`config.mk`:
```
export PLATFORM = sky130hd
export DESIGN_NAME = idma_2d_burst_expander
export DESIGN_NICKNAME = d
export VERILOG_FILES = /design/src/rtl/idma_2d_burst_expander.sv
export SDC_FILE = /design/constraint.sdc
export NUM_CORES = 1
export LEC_CHECK = 0
export ABC_AREA = 1
export CAP_MARGIN = 25
export CELL_PAD_IN_SITES_DETAIL_PLACEMENT = 1
export CELL_PAD_IN_SITES_GLOBAL_PLACEMENT = 1
export CORE_UTILIZATION = 36
export CTS_CLUSTER_SIZE = 25
export DETAILED_ROUTE_END_ITERATION = 8
export GPL_ROUTABILITY_DRIVEN = 0
export PLACE_DENSITY = 0.81
export SETUP_SLACK_MARGIN = 0.2
export SLEW_MARGIN = 40
export SYNTH_ARGS = -nofsm -noshare
export SYNTH_HDL_FRONTEND = slang
export SYNTH_HIERARCHICAL = 1
export SYNTH_SLANG_ARGS = --single-unit
```
`constraint.sdc`:
```
create_clock -name clk_i -period 3.02 [get_ports clk_i]
set_input_delay 0.755 -clock clk_i [delete_from_list [all_inputs] [get_ports clk_i]]
set_output_delay 0.755 -clock clk_i [all_outputs]
set_load 0.005 [all_outputs]
```
`src/rtl/idma_2d_burst_expander.sv`:
```
// idma_2d_burst_expander: takes one 2D job (base addresses, 1D length, reps,
// strides) and issues its reps 1D bursts in order to the backend. A small
// FIFO tracks the rep count of every job still outstanding at the backend.
// Backend burst completions are counted against the oldest job. When the
// oldest job is fully done, one trans_complete pulse is emitted.

// Protocol checker: a burst completion must never arrive with no job outstanding.
module idma_2d_burst_expander_chk (
  input logic clk_i,
  input logic rst_i,
  input logic burst_done_i,
  input logic fifo_empty
);

  // Flag a completion pulse that has no tracked job to belong to.
  always @(posedge clk_i) begin
    if (!rst_i && burst_done_i && fifo_empty) begin
      assert (1'b0) else $error("burst_done_i received with no outstanding job");
    end
  end

endmodule

module idma_2d_burst_expander #(
  parameter int unsigned AddrWidth = 32,
  parameter int unsigned LenWidth  = 32,
  parameter int unsigned RepWidth  = 32,
  parameter int unsigned OptWidth  = 8,
  parameter int unsigned MaxJobs   = 4
) (
  input  logic                 clk_i,
  input  logic                 rst_i,
  input  logic                 req_valid_i,
  output logic                 req_ready_o,
  input  logic [AddrWidth-1:0] req_src_addr_i,
  input  logic [AddrWidth-1:0] req_dst_addr_i,
  input  logic [LenWidth-1:0]  req_length_i,
  input  logic [RepWidth-1:0]  req_reps_i,
  input  logic [AddrWidth-1:0] req_src_stride_i,
  input  logic [AddrWidth-1:0] req_dst_stride_i,
  input  logic [OptWidth-1:0]  req_opt_i,
  output logic                 burst_valid_o,
  input  logic                 burst_ready_i,
  output logic [AddrWidth-1:0] burst_src_addr_o,
  output logic [AddrWidth-1:0] burst_dst_addr_o,
  output logic [LenWidth-1:0]  burst_length_o,
  output logic [OptWidth-1:0]  burst_opt_o,
  output logic                 burst_last_o,
  input  logic                 burst_done_i,
  output logic                 trans_complete_o,
  output logic                 busy_o
);

  localparam int unsigned PtrWidth = $clog2(MaxJobs);
  localparam logic [RepWidth-1:0] RepZero = {RepWidth{1'b0}};
  localparam logic [RepWidth-1:0] RepOne  = {{(RepWidth-1){1'b0}}, 1'b1};
  localparam logic [RepWidth-1:0] RepTwo  = {{(RepWidth-2){1'b0}}, 2'b10};
  localparam logic [PtrWidth:0]   PtrOne  = {{PtrWidth{1'b0}}, 1'b1};

  typedef enum logic [0:0] {
    IDLE  = 1'b0,
    ISSUE = 1'b1
  } state_t;

  state_t               state;
  logic [AddrWidth-1:0] src;
  logic [AddrWidth-1:0] dst;
  logic [AddrWidth-1:0] src_stride;
  logic [AddrWidth-1:0] dst_stride;
  logic [LenWidth-1:0]  len;
  logic [OptWidth-1:0]  opt;
  logic [RepWidth-1:0]  remaining;
  logic                 burst_valid;
  logic                 burst_last;
  logic                 trans_complete;

  logic [RepWidth-1:0]  fifo_mem [MaxJobs];
  logic [PtrWidth:0]    wr_ptr;
  logic [PtrWidth:0]    rd_ptr;
  logic [RepWidth-1:0]  done_cnt;

  logic                 fifo_empty;
  logic                 fifo_full;
  logic [RepWidth-1:0]  head_reps;
  logic [RepWidth-1:0]  eff_reps;
  logic                 req_ready;
  logic                 accept;
  logic                 burst_hs;
  logic                 job_done;

  // Extra pointer MSB distinguishes full from empty when the indices match.
  assign fifo_empty = (wr_ptr == rd_ptr);
  assign fifo_full  = (wr_ptr[PtrWidth] != rd_ptr[PtrWidth]) &&
                      (wr_ptr[PtrWidth-1:0] == rd_ptr[PtrWidth-1:0]);
  assign head_reps  = fifo_mem[rd_ptr[PtrWidth-1:0]];

  // A zero repetition count still means one burst.
  assign eff_reps  = (req_reps_i == RepZero) ? RepOne : req_reps_i;

  // Ready comes from registered state only. It never depends on req_valid_i.
  assign req_ready = (state == IDLE) && !fifo_full && !rst_i;
  assign accept    = req_valid_i && req_ready;
  assign burst_hs  = burst_valid && burst_ready_i;

  // The completion that finishes the oldest outstanding job.
  assign job_done  = burst_done_i && !fifo_empty && ((done_cnt + RepOne) == head_reps);

  // Job issue FSM: latch the job on accept, then walk the reps bursts.
  always_ff @(posedge clk_i) begin
    if (rst_i) begin
      state       <= IDLE;
      src         <= {AddrWidth{1'b0}};
      dst         <= {AddrWidth{1'b0}};
      src_stride  <= {AddrWidth{1'b0}};
      dst_stride  <= {AddrWidth{1'b0}};
      len         <= {LenWidth{1'b0}};
      opt         <= {OptWidth{1'b0}};
      remaining   <= RepZero;
      burst_valid <= 1'b0;
      burst_last  <= 1'b0;
    end else begin
      case (state)
        IDLE: begin
          if (accept) begin
            src         <= req_src_addr_i;
            dst         <= req_dst_addr_i;
            src_stride  <= req_src_stride_i;
            dst_stride  <= req_dst_stride_i;
            len         <= req_length_i;
            opt         <= req_opt_i;
            remaining   <= eff_reps;
            burst_valid <= 1'b1;
            burst_last  <= (eff_reps == RepOne);
            state       <= ISSUE;
          end
        end
        ISSUE: begin
          if (burst_hs) begin
            // Address arithmetic wraps modulo 2^AddrWidth. A negative stride is two's complement.
            src        <= src + src_stride;
            dst        <= dst + dst_stride;
            remaining  <= remaining - RepOne;
            burst_last <= (remaining == RepTwo);
            if (burst_last) begin
              burst_valid <= 1'b0;
              state       <= IDLE;
            end
          end
        end
        default: begin
          burst_valid <= 1'b0;
          burst_last  <= 1'b0;
          state       <= IDLE;
        end
      endcase
    end
  end

  // Tracker storage: record each accepted job's effective rep count.
  always_ff @(posedge clk_i) begin
    if (accept) begin
      fifo_mem[wr_ptr[PtrWidth-1:0]] <= eff_reps;
    end
  end

  // Tracker pointers: push on accept, pop when the head job completes.
  always_ff @(posedge clk_i) begin
    if (rst_i) begin
      wr_ptr <= {(PtrWidth+1){1'b0}};
      rd_ptr <= {(PtrWidth+1){1'b0}};
    end else begin
      if (accept) begin
        wr_ptr <= wr_ptr + PtrOne;
      end
      if (job_done) begin
        rd_ptr <= rd_ptr + PtrOne;
      end
    end
  end

  // Completion counting against the head job, plus the registered retire pulse.
  always_ff @(posedge clk_i) begin
    if (rst_i) begin
      done_cnt       <= RepZero;
      trans_complete <= 1'b0;
    end else begin
      trans_complete <= job_done;
      if (job_done) begin
        done_cnt <= RepZero;
      end else if (burst_done_i && !fifo_empty) begin
        done_cnt <= done_cnt + RepOne;
      end
    end
  end

  // Every output reads as zero while reset is held.
  assign req_ready_o      = req_ready;
  assign burst_valid_o    = burst_valid && !rst_i;
  assign burst_last_o     = burst_last && !rst_i;
  assign burst_src_addr_o = rst_i ? {AddrWidth{1'b0}} : src;
  assign burst_dst_addr_o = rst_i ? {AddrWidth{1'b0}} : dst;
  assign burst_length_o   = rst_i ? {LenWidth{1'b0}} : len;
  assign burst_opt_o      = rst_i ? {OptWidth{1'b0}} : opt;
  assign trans_complete_o = trans_complete && !rst_i;
  assign busy_o           = ((state == ISSUE) || !fifo_empty) && !rst_i;

  idma_2d_burst_expander_chk u_chk (
    .clk_i        (clk_i),
    .rst_i        (rst_i),
    .burst_done_i (burst_done_i),
    .fifo_empty   (fifo_empty)
  );

endmodule

```
Yosys cells after proc, flatten, opt, wreduce, memory -nomap -nowiden
Memory sizes are Yosys's and may differ from the RTL's. A register that Yosys moved wholly into a read port is not among the register bits.
Index checks and enable logic that the tools add are counted.
- input port bits: 205
- register bits after elaboration: 242
- bits in read-only memories: 0
- bits in latches: 0
- memory bits (writable): 128
- memories kept: 1
- output and inout port bits: 109
- memories (name ; depth ; width ; rd ports ; clocked after Yosys merged registers in ; wr ports ; line ; source):
    fifo_mem ; 4 ; 32 ; 1 ; 1 ; 1 ; 77 ; logic [RepWidth-1:0] fifo_mem [MaxJobs];
- reduce and logical (&&, ||, !) cells: 20
- eq/ne operators: 9
- $add $sub $neg: 6
- mux-type cells: 28
- magnitude comparators: 0
- $mul: 0
- div/mod/pow operators: 0
- bitwise operators: 1
- shifts and indexed selects: 0
- operators by type and width (kind ; count):
    $mux W32 ; 10
    $pmux W32 S2 ; 3
    $add A32 B32 Y32 ; 2
    $add A32 B1 Y32 const B ; 1
    $eq A32 B1 Y1 const B ; 1
    $eq A32 B2 Y1 const B ; 1
    $eq A32 B32 Y1 ; 1
    $logic_not A32 Y1 ; 1
    $sub A32 B1 Y32 const B ; 1
    $logic_and A1 B1 Y1 ; 11
    $mux W1 ; 9
    $mux W8 ; 1
    $add A3 B1 Y3 const B ; 2
    $pmux W1 S2 ; 3
    $mux W2 ; 2
    $ne A2 B1 Y1 const B ; 2
    $reduce_and A2 Y1 ; 2
    $eq A3 B3 Y1 ; 1
    $logic_not A1 Y1 ; 3
    $reduce_and A3 Y1 ; 1
    $eq A2 B2 Y1 ; 1
    $ne A2 B2 Y1 const B ; 1
    $reduce_or A2 Y1 ; 1
    $logic_or A1 B1 Y1 ; 1
    other kinds (2) ; 2

Longest topological paths before layout
Gate-level depths: netlist of run 1.
- depth in word-level cells: 8
- mapped depth: 19
- gate-level depth less buffers: 18

Worst setup path after synthesis of run 1
OpenSTA, ideal clock, no wires.
- path kind: input to register
- start: in rst_i
- end: mem fifo_mem[0][0] (enable)
- path buffers: 2
- data required time: 2.599 ns
- setup time: 0.421 ns
- slack: -0.226 ns
- stages on the path: 7
- arrival time: 2.824 ns
- path through: nor2_1 o21ai_0 inv_1 nand2_1 clkbuf_1 clkbuf_1 nor2_1
- longest elaborated chain between the ends: 5
- RTL lines (item ; line ; source):
    start: declaration ; 32 ; input logic rst_i,
    $logic_not A1 Y1 ; - ;
    $logic_and A1 B1 Y1 ; 101 ; assign req_ready = (state == IDLE) && !fifo_full && !rst_i;
    named net req_ready_o ; 34 ; output logic req_ready_o,
    $logic_and A1 B1 Y1 ; 102 ; assign accept = req_valid_i && req_ready;
    $mux W1 ; 161 ; if (accept) begin
    $mux W1 (implied by the code) ; 162 ; fifo_mem[wr_ptr[PtrWidth-1:0]] <= eff_reps;
    end: declaration ; 77 ;
The timed path passes the listed nets, and every way through them passes these cells.

Worst setup path in the final report of run 1
- start: reg rd_ptr[0]
- end: out busy_o
- longest elaborated chain between the ends: 4
- RTL lines (item ; line ; source):
    start: declaration ; 79 ; logic [PtrWidth:0] rd_ptr;
    start signal: assignment ; 170 ; rd_ptr <= {(PtrWidth+1){1'b0}};
    start signal: assignment ; 176 ; rd_ptr <= rd_ptr + PtrOne;
    $eq A3 B3 Y1 ; 92 ; assign fifo_empty = (wr_ptr == rd_ptr);
    $logic_not A1 Y1 ; 205 ; assign busy_o = ((state == ISSUE) || !fifo_empty) && !rst_i;
    $logic_or A1 B1 Y1 ; 205 ;
    $logic_and A1 B1 Y1 ; 205 ;
    end: declaration ; 51 ; output logic busy_o
No other way between the ends.

==> metrics, run 1 <==
run status=finished clean; initial antenna violation count=8; DP Worst Slack=0.131 ns; Layout area overhead=26.6%; ys async rst share=0%; clk_skew=0.0245 ns; CTS HTree Levels=2; RSZ-0062 raised after global routing=yes; CP max FO=4; HPWL Detailed=58900 um; Final Core Density=46.3%; PnR worst setup slack=0.216 ns; hold endpoint=len[27]$_SDFFE_PP0P_; reg2reg start=dst[0]$_SDFFE_PP0P_; Primary FF master, synth=dfxtp_1; Pwr Total=13.5 mW; worst slew pin tran=0.793 ns; WL/cell=19.3 um; drt pass-1 iters=5; Hold Crit Class=reg2reg; hold slack=0.455 ns; largest area contributor in the netlist=dfxtp_1; layout cells sized above 1=6.48%; Syn Inst Count=3009; reg-to-reg endpoint=dst[26]$_SDFFE_PP0P_; die area=0.0597 sq mm; fin. max-slew vios=0; cts bufs inserted=42; worst skew pair latency=0.59 ns; Crit path arrival time=2.05 ns; Syn. warnings=6; Mapped Area=0.0211 sq mm; crit path cell chain=xnor2_4 -> nand3_4 -> nor2_4 -> nor2_1 -> clkdlybuf4s50_1; Crit path required time=2.26 ns; clk sinks=372; Worst Hold Path Cells=2; global-route wire length before repair=122000 um; post-DR vias/cell=5.28; antenna viol nets, final=0; Reg clk slew, reported paths=0.06 ns; Worst path max stage delay=0.44 ns; register area=0.00874 sq mm; largest net degree at the start of global routing=99; port buffer count=313; FF-to-FF path depth=15; Post-Route Setup TNS=0 ns; Max clock buf depth=3; Startpoint Class=flop; grt total ovfl=0; Root Buffer=clkbuf_16; Final Critical Period=2.80 ns; die height=244 um; DR iter-0 viols=1272; io pins=314; DRC errors left=0; multi-input logic area=0.0108 sq mm; # nets final=3550; core box area=0.0578 sq mm; syn_nets=3286; All-Layer GR Usage=25.7%; Relative slew margins=47.1%; crit path max-delay cell type=clkdlybuf4s50_1; Initial Utilization=36.6%; Filler cells=7242; Horiz. Die Dim=244 um; Peak Freq=0.357 GHz; Hold Fails Final Rpt=0; Pwr Density=504 mW/mm^2; maximum VDD drop=447 uV; Post-synth EDFFs=128; post-synth top area share=23.1%; number of global-route vias before repair=22.8k; row count=88; Hold-fix buffers, CTS=0; Setup CP Type=reg2out; Reg2Reg Setup Slack=0.38 ns; Synth Register Bits=372; Leak=11.2 nW; number of library cell types mapped by synthesis=52; ranking of synthesized cells by area=dfxtp_1 23%, edfxtp_1 18%, nand2_1 14%; Seq/Total Area, Yosys=41.3%; Avg Cell Area, Syn=7.03 sq um; final wirelength=78800 um; TritonCTS clock tree=built; total of max-cap violations=0; min-delay src=len[27]$_SDFFE_PP0P_; final worst path period share=92.8%; Setup Viol. Count Final=0; Setup crit end kind=output pin; routed via count=21.5k
-- through the flow --
stage | cells | area [sq um]
floorplan | 3009 | 21100
global placement | 3992 | 25200
detailed placement | 3992 | 25200
CTS | 4067 | 26600
global route | 4070 | 26800
finish | 4072 | 26800
-- worst max-delay path: cells and delay by family, from the launching register on --
kind,cells,cell delay [ns]
buffers and inverters,1,0.44
and+or+nand+nor,3,0.38
DFF,1,0.39
xor gates and xnor gates,1,0.24
-- what timing repair did --
item                                    4_1_cts  5_1_grt
buffers inserted                              0        1
endpoints found under the setup margin        6       56
resized for setup                            14       22
gates cloned                                  0        1
pin swaps                                     0        3
-- cell families (layout without fill, tap and decap cells) --
kind of cell / count (synthesis) / in the layout / synth area share [%]
fa+ha+maj: 72 / 72 / 4.33
flops: 372 / 372 / 41.3
xor+xnor: 56 / 56 / 2.32
compound gates: 491 / 491 / 12.6
other cells: 0 / 3 / 0
mux: 1 / 1 / 0.0473
simple gates: 1556 / 1557 / 31.0
buf+inv: 461 / 755 / 8.46
-- area by class of cell --
type                       instances  share of cell area [%]
tap                              765                    3.58
multi-input combinational       2177                    40.4
inverter                         307                    4.32
antenna                            3                  0.0281
clock buffer                      59                    4.64
timing repair buffer             373                    13.9
clock inverter                    16                   0.463
sequential                       372                    32.7
-- cell usage after synthesis (3+ instances only) --
| cell | count |
|---|---|
| a32o_1 | 4 |
| and2_1 | 4 |
| xor2_1 | 29 |
| nand3b_1 | 9 |
| o211ai_1 | 25 |
| o22ai_1 | 4 |
| inv_2 | 6 |
| o21bai_1 | 4 |
| buf_1 | 12 |
| nor3_1 | 34 |
| ha_1 | 70 |
| nor2_1 | 389 |
| o31ai_1 | 3 |
| a211oi_1 | 3 |
| xnor2_1 | 27 |
| buf_2 | 15 |
| nor2_4 | 15 |
| a21o_1 | 15 |
| nor2_2 | 12 |
| nand4_1 | 22 |
| a32oi_1 | 3 |
| edfxtp_1 | 128 |
| nand3_1 | 253 |
| o21ai_0 | 244 |
| nand2_1 | 793 |
| inv_1 | 300 |
| a31oi_1 | 10 |
| nand2_2 | 8 |
| a21oi_1 | 167 |
| nor4_1 | 8 |
| dfxtp_1 | 244 |
| clkbuf_1 | 122 |
-- per-layer routing --
layer  global-route usage (%)  routed length, um
met5                        0                 65
met3                     4.89               4580
met4                     10.3               2790
met1                     31.2              33000
met2                     44.6              38300
-- worst max-delay path by stage --
| stage | from | endpoint | slack, ns |
|---|---|---|---|
| floorplan | rst_i | fifo_mem[0][0]$_DFFE_PP_ | -0.23 |
| global placement | rst_i | burst_last_o | 0.13 |
| detailed placement | rst_i | burst_last_o | 0.13 |
| CTS | rd_ptr[2]$_SDFFE_PP0P_ | busy_o | 0.18 |
| global route | rd_ptr[0]$_SDFFE_PP0P_ | busy_o | 0.15 |
| finish | rd_ptr[0]$_SDFFE_PP0P_ | busy_o | 0.22 |
-- flip-flops by register name, summed over array words and instances (netlist names), 3 cells and up, named ones only --
signal / flops
src_stride: 32
fifo_mem: 128
remaining: 32
wr_ptr: 3
src: 32
opt: 8
dst: 32
rd_ptr: 3
done_cnt: 32
len: 32
dst_stride: 32
-- placed cells by master, fill, tap and decap left out, drive strengths merged, types with 4 or more instances in the layout --
cell,netlist,routed
a21o,15,15
a21oi,167,167
a31oi,10,10
a32o,4,4
and2,4,4
buf,32,61
clkbuf,122,59
clkdlybuf4s50,0,311
clkinv,1,12
dfxtp,244,244
edfxtp,128,128
ha,70,70
inv,306,308
nand2,804,805
nand3,253,253
nand3b,9,9
nand4,22,22
nor2,417,417
nor3,34,34
nor4,8,8
o211ai,25,25
o21ai,245,245
o21bai,5,5
o22ai,4,4
xnor2,27,27
xor2,29,29
-- report_power, final --
group | switching [mW] | internal (mW) | total, mW | leakage [nW]
combinational | 1.58 | 1.03 | 2.61 | 7.36
clock | 2.18 | 2.96 | 5.14 | 0.677
sequential | 0.241 | 5.49 | 5.73 | 3.16
total | 4.00 | 9.47 | 13.5 | 11.2
Note: power is estimated with default switching activity, not from simulation.
==> inputs of run 2 (changes only) <==
CAP_MARGIN = unset   (was 25)
CTS_CLUSTER_DIAMETER = 50   (was unset)
==> run 2 against run 1 <==
Setup slack better by 0.017 ns. Via count is 0.12% higher. Fmax up 0.62%. Clock power is 18% higher. Final cell count is 0.34% higher. Hold slack hardly changed. Global-route usage rose by 0.16 points. Clock skew up 0.0064 ns. Core utilization grew 0.52 points. Sequential power about the same. Total power rose by 6.9%. Combinational power hardly changed. Critical path type is now in2out.
==> metrics, run 2 (synthesized netlist as in run 1, its figures left out) <==
run status=finished clean; initial antenna violation count=10; routed via count=21.5k; Peak Freq=0.359 GHz; Hold Fails Final Rpt=0; Root Buffer=clkbuf_16; TritonCTS clock tree=built; grt total ovfl=0; clk sinks=372; clock network power share=42.2%; commonest cells after routing, fill and taps aside=790 x nand2_1, 377 x nor2_1, 311 x clkdlybuf4s50_1; combinational power share=18.1%; post-DR vias/cell=5.27; Hold Crit Class=reg2reg; Horiz. Die Dim=244 um; final worst path period share=92.3%; crit path cell chain=buf_4 -> buf_12 -> nor2_2 -> clkdlybuf4s50_1; Sw Ratio=30.8%; total of max-cap violations=0; All-Layer GR Usage=25.9%; Buf/Inv on CP=3; number of flip-flops under the largest register name=128; cts bufs inserted=47; worst skew pair latency=0.61 ns; internal power=9.97 mW; number of global-route vias before repair=22.8k; NetSw=4.44 mW; HPWL Detailed=58900 um; fin. max-slew vios=0; Post-Route Setup TNS=0 ns; row count=88; Initial Utilization=36.6%; Setup CP Type=in2out; Crit path arrival time=2.03 ns; Reg clk slew, reported paths=0.06 ns; Layout area overhead=28.0%; die height=244 um; largest net degree at the start of global routing=99; die area=0.0597 sq mm; clk_skew=0.0309 ns; maximum VDD drop=517 uV; Sequential Power Share=39.7%; crit path max-delay cell type=clkdlybuf4s50_1; drt pass-1 iters=5; core box area=0.0578 sq mm; Startpoint Class=input pin; # nets final=3557; worst slew pin tran=0.787 ns; io pins=314; DRC errors left=0; RSZ-0062 raised after global routing=no; final wirelength=78900 um; CP max FO=46; most common cell after layout, fill and taps aside=nand2_1; Final Critical Period=2.79 ns; antenna viol nets, final=0; Setup Viol. Count Final=0; Leak=11.3 nW; WL/cell=19.3 um; DR iter-0 viols=1173; Relative slew margins=47.5%; Top delay family on crit path=buffers and inverters; global-route wire length before repair=123000 um; Setup crit end kind=output pin; Filler cells=7223; Pwr Total=14.4 mW; layout cells sized above 1=7.05%; port buffer count=313; CTS HTree Levels=2; Max clock buf depth=3; Crit path required time=2.26 ns; Worst path max stage delay=0.56 ns; Pwr Density=533 mW/mm^2
[run 2: cell types whose count changed in the layout (fill, tap and decap cells not counted), sizes merged]
cell	before	now
clkinvlp	2	3
clkbuf	59	53
inv	308	323
dlymetal6s2s	1	0
dlygate4sd2	0	1
bufinv	1	4
buf	61	63
clkinv	12	11
[run 2: power by group through the flow]
stage | Sequential, mW | Clock, mW | Combinational [mW]
global route | 5.75 | 6.36 | 2.88
CTS | 5.72 | 6.19 | 2.59
finish | 5.72 | 6.08 | 2.61
global placement | 5.81 | 0 | 2.47
detailed placement | 5.82 | 0 | 2.55
floorplan | 5.73 | 0 | 1.53
[run 2: tightest hold or removal path: stages (launching register included)]
cell	delay, ns
dfxtp_1	0.29
inv_1	0.06
a21oi_1	0.06
[run 2: area by class of cell]
| cell class | count | area (sq um) | share of cell area (%) |
|---|---|---|---|
| Multi-Input combinational cell | 2177 | 10800 | 39.8 |
| Inverter | 307 | 1150 | 4.27 |
| Clock inverter | 34 | 450 | 1.66 |
| Clock buffer | 53 | 1240 | 4.58 |
| Sequential cell | 372 | 8740 | 32.3 |
| Tap cell | 765 | 957 | 3.54 |
| Antenna cell | 3 | 7.51 | 0.0277 |
| Timing Repair Buffer | 375 | 3740 | 13.8 |
[run 2: through the flow]
step           instance area, sq um  std cells  setup slack (ns)  hold WS, ns  utilization (%)
2_1_floorplan                 21100       3009            -0.226        0.430                -
3_3_place_gp                  25200       3992             0.126        0.439             43.6
3_5_place_dp                  25200       3992             0.131        0.450             43.7
4_1_cts                       27000       4079             0.168        0.459             46.7
5_1_grt                       27100       4085             0.199        0.488             46.8
6_report                      27100       4086             0.233        0.455             46.8
[run 2: worst paths after layout]
path,startpoint,to,slack (ns),depth (start not counted)
min reg2reg,len[27]$_SDFFE_PP0P_,len[27]$_SDFFE_PP0P_,0.46,2
max,rst_i,burst_valid_o,0.23,4
max reg2reg,dst_stride[0]$_SDFFE_PP0P_,dst[26]$_SDFFE_PP0P_,0.35,15
min,len[27]$_SDFFE_PP0P_,len[27]$_SDFFE_PP0P_,0.46,2
[run 2: timing repair]
item,CTS,global route
gates cloned,0,1
endpoints found under the setup margin,7,56
resized for setup,14,19
hold buffers,0,0
pin swaps,0,5
hold endpoints to repair,0,0
setup buffers,0,3
[run 2: layer usage]
metal | wire [um] | global-route usage, % | vias up
li1 | - | - | 10338
met4 | 2890 | 9.96 | 14
met5 | 95 | 0 | -
met2 | 38300 | 45.4 | 543
met3 | 4140 | 4.10 | 178
met1 | 33400 | 31.7 | 10462
